==> src/rtl/fc_mac_sequencer.sv <==
`default_nettype none
// ============================================================================
//  Module   : fc_mac_sequencer
//  Purpose  : Drives one shared MAC through y = W*x + b, one output row at a
//             time, then rescales, saturates and streams each row result.
//  Revision : 1.0  initial release
// ============================================================================
module fc_mac_sequencer #(
    parameter int DATA_WIDTH = 16,
    parameter int ACC_WIDTH  = 32,
    parameter int IN_LEN     = 64,
    parameter int OUT_LEN    = 3,
    parameter int FRAC_BITS  = 8,
    localparam int c_wa_w    = (IN_LEN * OUT_LEN > 1) ? $clog2(IN_LEN * OUT_LEN) : 1,
    localparam int c_xa_w    = (IN_LEN > 1) ? $clog2(IN_LEN) : 1,
    localparam int c_row_w   = (OUT_LEN > 1) ? $clog2(OUT_LEN) : 1
) (
    input  logic                  clk,
    input  logic                  rst,
    input  logic                  i_start,
    output logic                  o_busy,
    output logic                  o_done,
    output logic [c_wa_w-1:0]     o_w_addr,
    input  logic [DATA_WIDTH-1:0] i_w_data,
    output logic [c_xa_w-1:0]     o_x_addr,
    input  logic [DATA_WIDTH-1:0] i_x_data,
    output logic [c_row_w-1:0]    o_b_addr,
    input  logic [DATA_WIDTH-1:0] i_b_data,
    output logic                  o_mac_en,
    output logic [DATA_WIDTH-1:0] o_mac_a,
    output logic [DATA_WIDTH-1:0] o_mac_b,
    output logic [ACC_WIDTH-1:0]  o_mac_acc_in,
    input  logic [ACC_WIDTH-1:0]  i_mac_acc_out,
    output logic                  o_out_valid,
    input  logic                  i_out_ready,
    output logic [DATA_WIDTH-1:0] o_out_data,
    output logic [c_row_w-1:0]    o_out_idx
);

    localparam logic [c_xa_w-1:0]  c_k_last   = c_xa_w'(IN_LEN - 1);
    localparam logic [c_row_w-1:0] c_row_last = c_row_w'(OUT_LEN - 1);
    localparam logic signed [ACC_WIDTH-1:0] c_sat_max =
        {{(ACC_WIDTH-DATA_WIDTH+1){1'b0}}, {(DATA_WIDTH-1){1'b1}}};
    localparam logic signed [ACC_WIDTH-1:0] c_sat_min =
        {{(ACC_WIDTH-DATA_WIDTH+1){1'b1}}, {(DATA_WIDTH-1){1'b0}}};

    typedef enum logic [2:0] {
        S_IDLE  = 3'd0,
        S_PRIME = 3'd1,
        S_MAC   = 3'd2,
        S_WAIT  = 3'd3,
        S_OUT   = 3'd4
    } state_t;

    state_t                  r_state;
    logic                    r_busy;
    logic                    r_done;
    logic                    r_mac_en;
    logic                    r_out_valid;
    logic [c_wa_w-1:0]       r_w_addr;
    logic [c_xa_w-1:0]       r_x_addr;
    logic [c_xa_w-1:0]       r_k;
    logic [c_row_w-1:0]      r_row;
    logic [c_row_w-1:0]      r_out_idx;
    logic [DATA_WIDTH-1:0]   r_out_data;

    logic signed [ACC_WIDTH-1:0] w_bias_acc;
    logic signed [ACC_WIDTH-1:0] w_shifted;
    logic [DATA_WIDTH-1:0]       w_sat;
    logic                        w_addr_last;

    // Bias enters the accumulator pre-scaled so it lines up with x*w products.
    assign w_bias_acc  = {{(ACC_WIDTH-DATA_WIDTH){i_b_data[DATA_WIDTH-1]}}, i_b_data} <<< FRAC_BITS;
    assign w_shifted   = $signed(i_mac_acc_out) >>> FRAC_BITS;
    assign w_addr_last = (r_x_addr == c_k_last);

    always_comb begin
        w_sat = w_shifted[DATA_WIDTH-1:0];
        if (w_shifted > c_sat_max) begin
            w_sat = {1'b0, {(DATA_WIDTH-1){1'b1}}};
        end else if (w_shifted < c_sat_min) begin
            w_sat = {1'b1, {(DATA_WIDTH-1){1'b0}}};
        end
    end

    assign o_mac_a      = i_x_data;
    assign o_mac_b      = i_w_data;
    assign o_mac_acc_in = (r_k == '0) ? w_bias_acc : i_mac_acc_out;

    assign o_busy      = r_busy;
    assign o_done      = r_done;
    assign o_mac_en    = r_mac_en;
    assign o_out_valid = r_out_valid;
    assign o_w_addr    = r_w_addr;
    assign o_x_addr    = r_x_addr;
    assign o_b_addr    = r_row;
    assign o_out_data  = r_out_data;
    assign o_out_idx   = r_out_idx;

    always_ff @(posedge clk or posedge rst) begin
        if (rst) begin
            r_state     <= S_IDLE;
            r_busy      <= 1'b0;
            r_done      <= 1'b0;
            r_mac_en    <= 1'b0;
            r_out_valid <= 1'b0;
            r_w_addr    <= '0;
            r_x_addr    <= '0;
            r_k         <= '0;
            r_row       <= '0;
            r_out_idx   <= '0;
            r_out_data  <= '0;
        end else begin
            case (r_state)
                S_IDLE: begin
                    r_done   <= 1'b0;
                    r_mac_en <= 1'b0;
                    if (i_start) begin
                        r_state  <= S_PRIME;
                        r_busy   <= 1'b1;
                        r_row    <= '0;
                        r_w_addr <= '0;
                        r_x_addr <= '0;
                    end
                end
                S_PRIME: begin
                    r_k      <= '0;
                    r_mac_en <= 1'b1;
                    r_state  <= S_MAC;
                    if (!w_addr_last) begin
                        r_x_addr <= r_x_addr + 1'b1;
                        r_w_addr <= r_w_addr + 1'b1;
                    end
                end
                S_MAC: begin
                    // Addresses run one beat ahead of the data and park on the last element.
                    if (!w_addr_last) begin
                        r_x_addr <= r_x_addr + 1'b1;
                        r_w_addr <= r_w_addr + 1'b1;
                    end
                    if (r_k == c_k_last) begin
                        r_mac_en <= 1'b0;
                        r_state  <= S_WAIT;
                    end else begin
                        r_k <= r_k + 1'b1;
                    end
                end
                S_WAIT: begin
                    r_out_data  <= w_sat;
                    r_out_idx   <= r_row;
                    r_out_valid <= 1'b1;
                    r_state     <= S_OUT;
                end
                S_OUT: begin
                    if (i_out_ready) begin
                        r_out_valid <= 1'b0;
                        if (r_row != c_row_last) begin
                            // Weight address sits on the row's last element, so +1 is the next row base.
                            r_row    <= r_row + 1'b1;
                            r_w_addr <= r_w_addr + 1'b1;
                            r_x_addr <= '0;
                            r_state  <= S_PRIME;
                        end else begin
                            r_done  <= 1'b1;
                            r_busy  <= 1'b0;
                            r_state <= S_IDLE;
                        end
                    end
                end
                default: r_state <= S_IDLE;
            endcase
        end
    end

endmodule
`default_nettype wire

==> config.mk <==
export PLATFORM = sky130hd
export DESIGN_NAME = fc_mac_sequencer
export DESIGN_NICKNAME = d
export VERILOG_FILES = /design/src/rtl/fc_mac_sequencer.sv
export SDC_FILE = /design/constraint.sdc
export NUM_CORES = 1
export LEC_CHECK = 0
export BUFFER_PORTS_ARGS = -buffer_cell sky130_fd_sc_hd__buf_2
export CAP_MARGIN = 20
export CELL_PAD_IN_SITES_DETAIL_PLACEMENT = 1
export CELL_PAD_IN_SITES_GLOBAL_PLACEMENT = 1
export CORE_MARGIN = 1.5
export CORE_UTILIZATION = 31
export CTS_CLUSTER_DIAMETER = 50
export DETAILED_ROUTE_END_ITERATION = 6
export HOLD_SLACK_MARGIN = 0.03
export PLACE_DENSITY = 0.89
export SLEW_MARGIN = 20
export SYNTH_ARGS = -nofsm -noshare
export SYNTH_HDL_FRONTEND = slang
export SYNTH_SLANG_ARGS = --single-unit
export TNS_END_PERCENT = 50
==> constraint.sdc <==
create_clock -name clk -period 4.95 [get_ports clk]
set_input_delay 0.99 -clock clk [delete_from_list [all_inputs] [get_ports clk]]
set_output_delay 0.99 -clock clk [all_outputs]
set_load 0.01 [all_outputs]
* After elaboration in Yosys (flattened, before gate mapping)
Cells that the tools add are included.
** Word-level totals
- Input port bits :: 84
- Flip-flop bits (word level) :: 47
- Word-level logic and storage cells :: 82
- Output and inout bits :: 102
** Cells by class
- Add/subtract/negate cells :: 4
- Multiplexer cells :: 35
- Equality and inequality tests :: 14
- Reduce and logical (&&, ||, !) cells :: 16
- Order comparisons :: 2
** Operators with widths (number)
- 16-bit two-way mux :: 2
- 32-bit two-way mux :: 1
- 8-bit two-way mux :: 4
- 6-bit two-way mux :: 5
- 24-bit by 16-bit greater-than comparator with 1-bit output (second input constant) :: 1
- 24-bit by 16-bit < comparator with 1-bit output (second input constant) :: 1
- 8-bit one-hot mux with 3 select lines :: 1
- 6-bit one-hot mux with 3 select lines :: 1
- 2-bit inequality test (second input constant) :: 8
- 3-bit one-hot mux with 5 select lines :: 1
- 6-bit by 1-bit adder with 6-bit output (second input constant) :: 2
- 6-bit == test (second input constant) :: 2
- 6-bit one-hot mux with 2 select lines :: 1
- 3-bit two-way mux :: 3
- 8-bit by 1-bit adder with 8-bit output (second input constant) :: 1
- 1-bit two-way mux :: 8
- 4-bit AND reduction :: 2
- 3-bit by 2-bit == test with 1-bit output (second input constant) :: 2
- 6-bit zero test :: 1
- 2-bit two-way mux :: 3
- 1-bit one-hot mux with 2 select lines :: 3
- 2-bit AND reduction :: 3
- 3-bit AND reduction :: 2
- 2-bit nonzero test :: 3
- other kinds (9) :: 10

* Logic depth before layout (Yosys ltp)
- Depth after elaboration :: 4
- Gate-level depth with buffers :: 8
- Depth with buffers taken out :: 7

* Worst setup path before layout
Ideal clock, no wire load.
- Kind :: register to output
- From :: register r_k[5]
- To :: output o_mac_acc_in[13]
- Buffers on the path :: 2
- Cell stages (with the launch flop) :: 7
- Required time :: 3.960 ns
- Arrival time :: 1.544 ns
- Path slack :: 2.416 ns
- Cell sequence :: dfrtp_1 > nor4_1 > and2_1 > clkbuf_1 > clkbuf_1 > nand2_1 > nand2_1
** Between the ends
- Cells in the longest elaborated chain, start to end :: 2
** RTL lines
- start: declaration :: line 62 : logic [c_xa_w-1:0] r_k;
- start signal: assignment :: line 145 : r_k <= r_k + 1'b1;
- 6-bit zero test :: line 88 : assign o_mac_acc_in = (r_k == '0) ? w_bias_acc : i_mac_acc_out;
- 32-bit two-way mux :: line 88
- end: declaration :: line 32 : output logic [ACC_WIDTH-1:0] o_mac_acc_in,
No other way between the ends.

* Final worst setup path
- From :: register r_k[5]
- To :: output o_mac_acc_in[3]
The elaborated chain is that of the path after synthesis.

==> results by stage <==
Logic synthesis:
- The sequential fraction of the synthesis area is 0.419.
- Sorting the synthesized cells by area gives the leading types as sky130_fd_sc_hd__dfrtp_1, sky130_fd_sc_hd__nand2_1, sky130_fd_sc_hd__buf_4.
- Synthesis produced 349 cells.
- Summed over all instances, the cell type with the most area after synthesis is sky130_fd_sc_hd__dfrtp_1.
- The synthesized netlist occupies a cell area of 0.00281 mm².
- The unique cell type count in the Yosys netlist is 37.
- Counting instances in the post-synthesis netlist gives the leading cell types as sky130_fd_sc_hd__nand2_1, sky130_fd_sc_hd__dfrtp_1, sky130_fd_sc_hd__buf_4.
- Of the post-synthesis cell area, the dominant cell type holds 0.419.
- After synthesis, the share of flip-flops with an asynchronous set or reset is 1.00.
- The library cell with the highest instance count after synthesis is sky130_fd_sc_hd__nand2_1.
- Counting flops and latches in the post-synthesis netlist gives 47.
- The count of flip-flops with a built-in enable after synthesis is 0.
- A synthesized cell averages 8.04 µm².
- The net count after synthesis is 438.
- The commonest register cell after synthesis is sky130_fd_sc_hd__dfrtp_1.
- The total number of yosys warnings is 0.

Hold path:
- The path category of the worst min-delay check is flop to flop.

Setup path:
- STA classifies the critical path endpoint as a primary output.
- The worst setup path is of the flop to primary output kind.
- For this run, the slowest stage of the critical path takes 0.68 ns.
- Along the worst path, the maximum fanout reaches 32.
- At the worst endpoint, the required time is 3.96 ns.
- The dominant delay contributor by cell family on the critical path is simple AND/OR/NAND/NOR gates.
- The number of buffers and inverters on the critical path is 1.
- The nature of the critical path startpoint is a flop.
- The slowest stage of the critical path belongs to the cell sky130_fd_sc_hd__nand2_1.
- The critical path goes through nor4_1 > nand2_1 > and2_1 > buf_2.
- For the worst setup path, the data arrival time is 2.46 ns.

Timing:
- The count of endpoints failing hold in the final timing report is 0.
- The relative max-transition margin is 0.346.
- The final number of max-transition violations is 0.
- The total of endpoints with negative setup slack in the final report is 0.
- The measured slew at the worst slew-check pin is 0.979 ns.
- The worst path needs 3.45 ns of the cycle, external delays included.
- The maximum achievable frequency is 290 MHz.
- Of the available clock period, the critical path in the final layout requires 0.697.
- The worst clock skew is 0.00947 ns.
- The final total negative setup slack is 0 ns.
- Setup repair after global routing left no endpoint under its margin.

Detailed routing:
- The total length of routed wires is 8150 µm.
- The average vias per placed instance is 4.97.
- The number of search-and-repair iterations in the first detailed-routing pass is 4.
- The post-detailed-route DRC marker count is 0.
- The first routing iteration left 98 violations.
- The routed length per instance is 15.1 µm.
- The via count is 2,684.
- The remaining antenna violation count is 0.

Finish:
- The filler cells instantiated in the layout total 1,130.
- Compared with the post-synthesis result, the final layout area differs by 19.2%.
- The net count of the finished layout is 520.
- The finished cells cover 0.00335 mm².
- 0 antenna diodes ended up in the layout.
- The share of post-route cells with drive strength above 1 is 0.313.

Global routing:
- After global routing the overflow that remains totals 0.
- The via count of the first global-routing pass is 2,799.
- The largest net degree at the start of global routing is 48.
- In the global route stage, overall resource usage came out at 0.167.
- The first-pass GRT wire length is 13,400 µm.
- The initial antenna violation count is 0.

Placed design:
- In this run the cell area measured after placement is 0.00325 mm².
- The count of buffers from port buffering is 121.
- The estimated wirelength of the detail-placed design is 6330 µm.
- The global placer's final weighted congestion is 0.754.

Clock network:
- At the later pin of the worst-skew pair, clock insertion delay measures 0.30 ns.
- The H-tree level count is 2.
- The maximum clock insertion buffer count is 2.
- The post-cts repair resize count is 0.
- Counting the buffers created by CTS gives 5.
- The clock input transition at the sequential cells of the worst setup and hold paths is 0.09 ns.
- The clock tree root buffer cell is sky130_fd_sc_hd__clkbuf_8.
- The number of buffers inserted to repair setup after CTS is 0.
- The clock net in this run drives a total of 47 sinks.
- TritonCTS built the clock tree.
- The number of hold buffers added after CTS was 0.

Die:
- The die footprint is 0.00964 mm².
- For this design the top-level I/O count stands at 186.
- The vertical die dimension is 98.2 µm.
- For this configuration, the core starts out at a cell density of 0.320.
- The placeable core region is 0.00876 mm².
- Row generation in the floorplan step produced 34 rows.
- The die width is 98.2 µm.

Power and ir drop:
- Dividing total power by cell area gives a power density of 590 mW/mm².
- For this design the static power due to leakage is 0.00179 µW.
- The maximum resistive drop on vdd is 0.000182 V.

Flow run:
- Max-cap violations in this run came to 0.

Status:
- The flow ran to the end, and the final reports show no timing, DRC or antenna violations.
[worst min-delay path: stages (launching register included)]
cell	delay [ns]
sky130_fd_sc_hd__dfrtp_1	0.35
sky130_fd_sc_hd__nand2_1	0.04
sky130_fd_sc_hd__o21ai_0	0.05
[report_power, final]
part	leakage [µW]	internal (µW)	total [µW]	switching, µW
Clock	0.0000484	115	247	133
Combinational	0.00112	409	1100	690
Sequential	0.000614	506	628	123
Total	0.00179	1030	1970	945
[per-layer routing]
metal	wire (µm)	track usage
met5	0	0
met4	66	0.0358
met3	402	0.0344
met2	4320	0.311
met1	3360	0.199
[cell type report]
class	instances	area, µm²	share of cell area
Timing Repair Buffer	121	606	0.181
Multi-Input combinational cell	245	1290	0.386
Sequential cell	47	1180	0.352
Clock buffer	7	86.3	0.0258
Clock inverter	1	8.76	0.00262
Tap cell	108	135	0.0404
Inverter	11	42.5	0.0127
[state kept, by name (all words and copies together) (netlist names)]
name,count
o_b_addr,2
o_busy,1
o_done,1
o_mac_en,1
o_out_data,16
o_out_idx,2
o_out_valid,1
o_w_addr,8
o_x_addr,6
r_k,6
r_state,3
[path summary, 6_finish.rpt]
check / cells after the start / slack [ns] / to / from
worst max-delay path: 4 / 1.50 / o_mac_acc_in[3] / r_k[5]
worst min-delay path: 2 / 0.48 / o_out_data[14] / o_out_data[14]
worst max register to register: 5 / 2.71 / o_w_addr[7] / r_state[1]
worst min register to register: 2 / 0.48 / o_out_data[14] / o_out_data[14]
max in group asynchronous: 2 / 3.63 / r_k[4] / rst
min in group asynchronous: 2 / 0.82 / r_state[0] / rst
[kinds of logic (layout without fill, tap and decap cells)]
kind of cell / Yosys count / after routing / share of synthesized area
AO/OA/AOI/OAI: 71 / 71 / 0.152
XOR/XNOR: 9 / 9 / 0.0281
adder cells (fa/ha/maj): 5 / 5 / 0.0223
buffers and inverters: 57 / 140 / 0.123
flip-flops: 47 / 47 / 0.419
multiplexers: 3 / 3 / 0.0120
AND/OR/NAND/NOR: 157 / 157 / 0.244
[placed cells by master (no fill, tap or decap), types with 2 or more instances in the layout]
cell,Yosys,final
sky130_fd_sc_hd__nand4_1,4,4
sky130_fd_sc_hd__xnor2_1,7,7
sky130_fd_sc_hd__nor4_1,4,4
sky130_fd_sc_hd__ha_1,5,5
sky130_fd_sc_hd__o31ai_1,3,3
sky130_fd_sc_hd__clkbuf_8,0,6
sky130_fd_sc_hd__o21a_1,2,2
sky130_fd_sc_hd__o21ai_0,28,28
sky130_fd_sc_hd__buf_2,2,121
sky130_fd_sc_hd__and2_1,12,12
sky130_fd_sc_hd__nor3_1,2,2
sky130_fd_sc_hd__nor2b_1,3,3
sky130_fd_sc_hd__a2111oi_0,2,2
sky130_fd_sc_hd__dfrtp_1,47,47
sky130_fd_sc_hd__nand3_1,12,12
sky130_fd_sc_hd__a21o_1,9,9
sky130_fd_sc_hd__nor2_1,31,31
sky130_fd_sc_hd__mux2_2,3,3
sky130_fd_sc_hd__a21oi_1,16,15
sky130_fd_sc_hd__inv_1,11,10
sky130_fd_sc_hd__o22ai_1,2,2
sky130_fd_sc_hd__xor2_1,2,2
sky130_fd_sc_hd__nand2_1,83,83
sky130_fd_sc_hd__a211oi_1,4,4
[per-stage QoR]
step | cells | total power, µW | worst slack, ns | hold WS, ns | utilization
6_report | 540 | 1970 | 1.50 | 0.482 | 0.382
5_1_grt | 540 | 2160 | 1.25 | 0.513 | 0.382
2_1_floorplan | 349 | 1350 | 2.42 | 0.516 | -
3_5_place_dp | 532 | 1750 | 1.80 | 0.465 | 0.370
4_1_cts | 540 | 2010 | 1.46 | 0.487 | 0.381
3_3_place_gp | 532 | 1690 | 2.02 | 0.459 | 0.370
No activity file was read; power rests on OpenSTA's default activity.
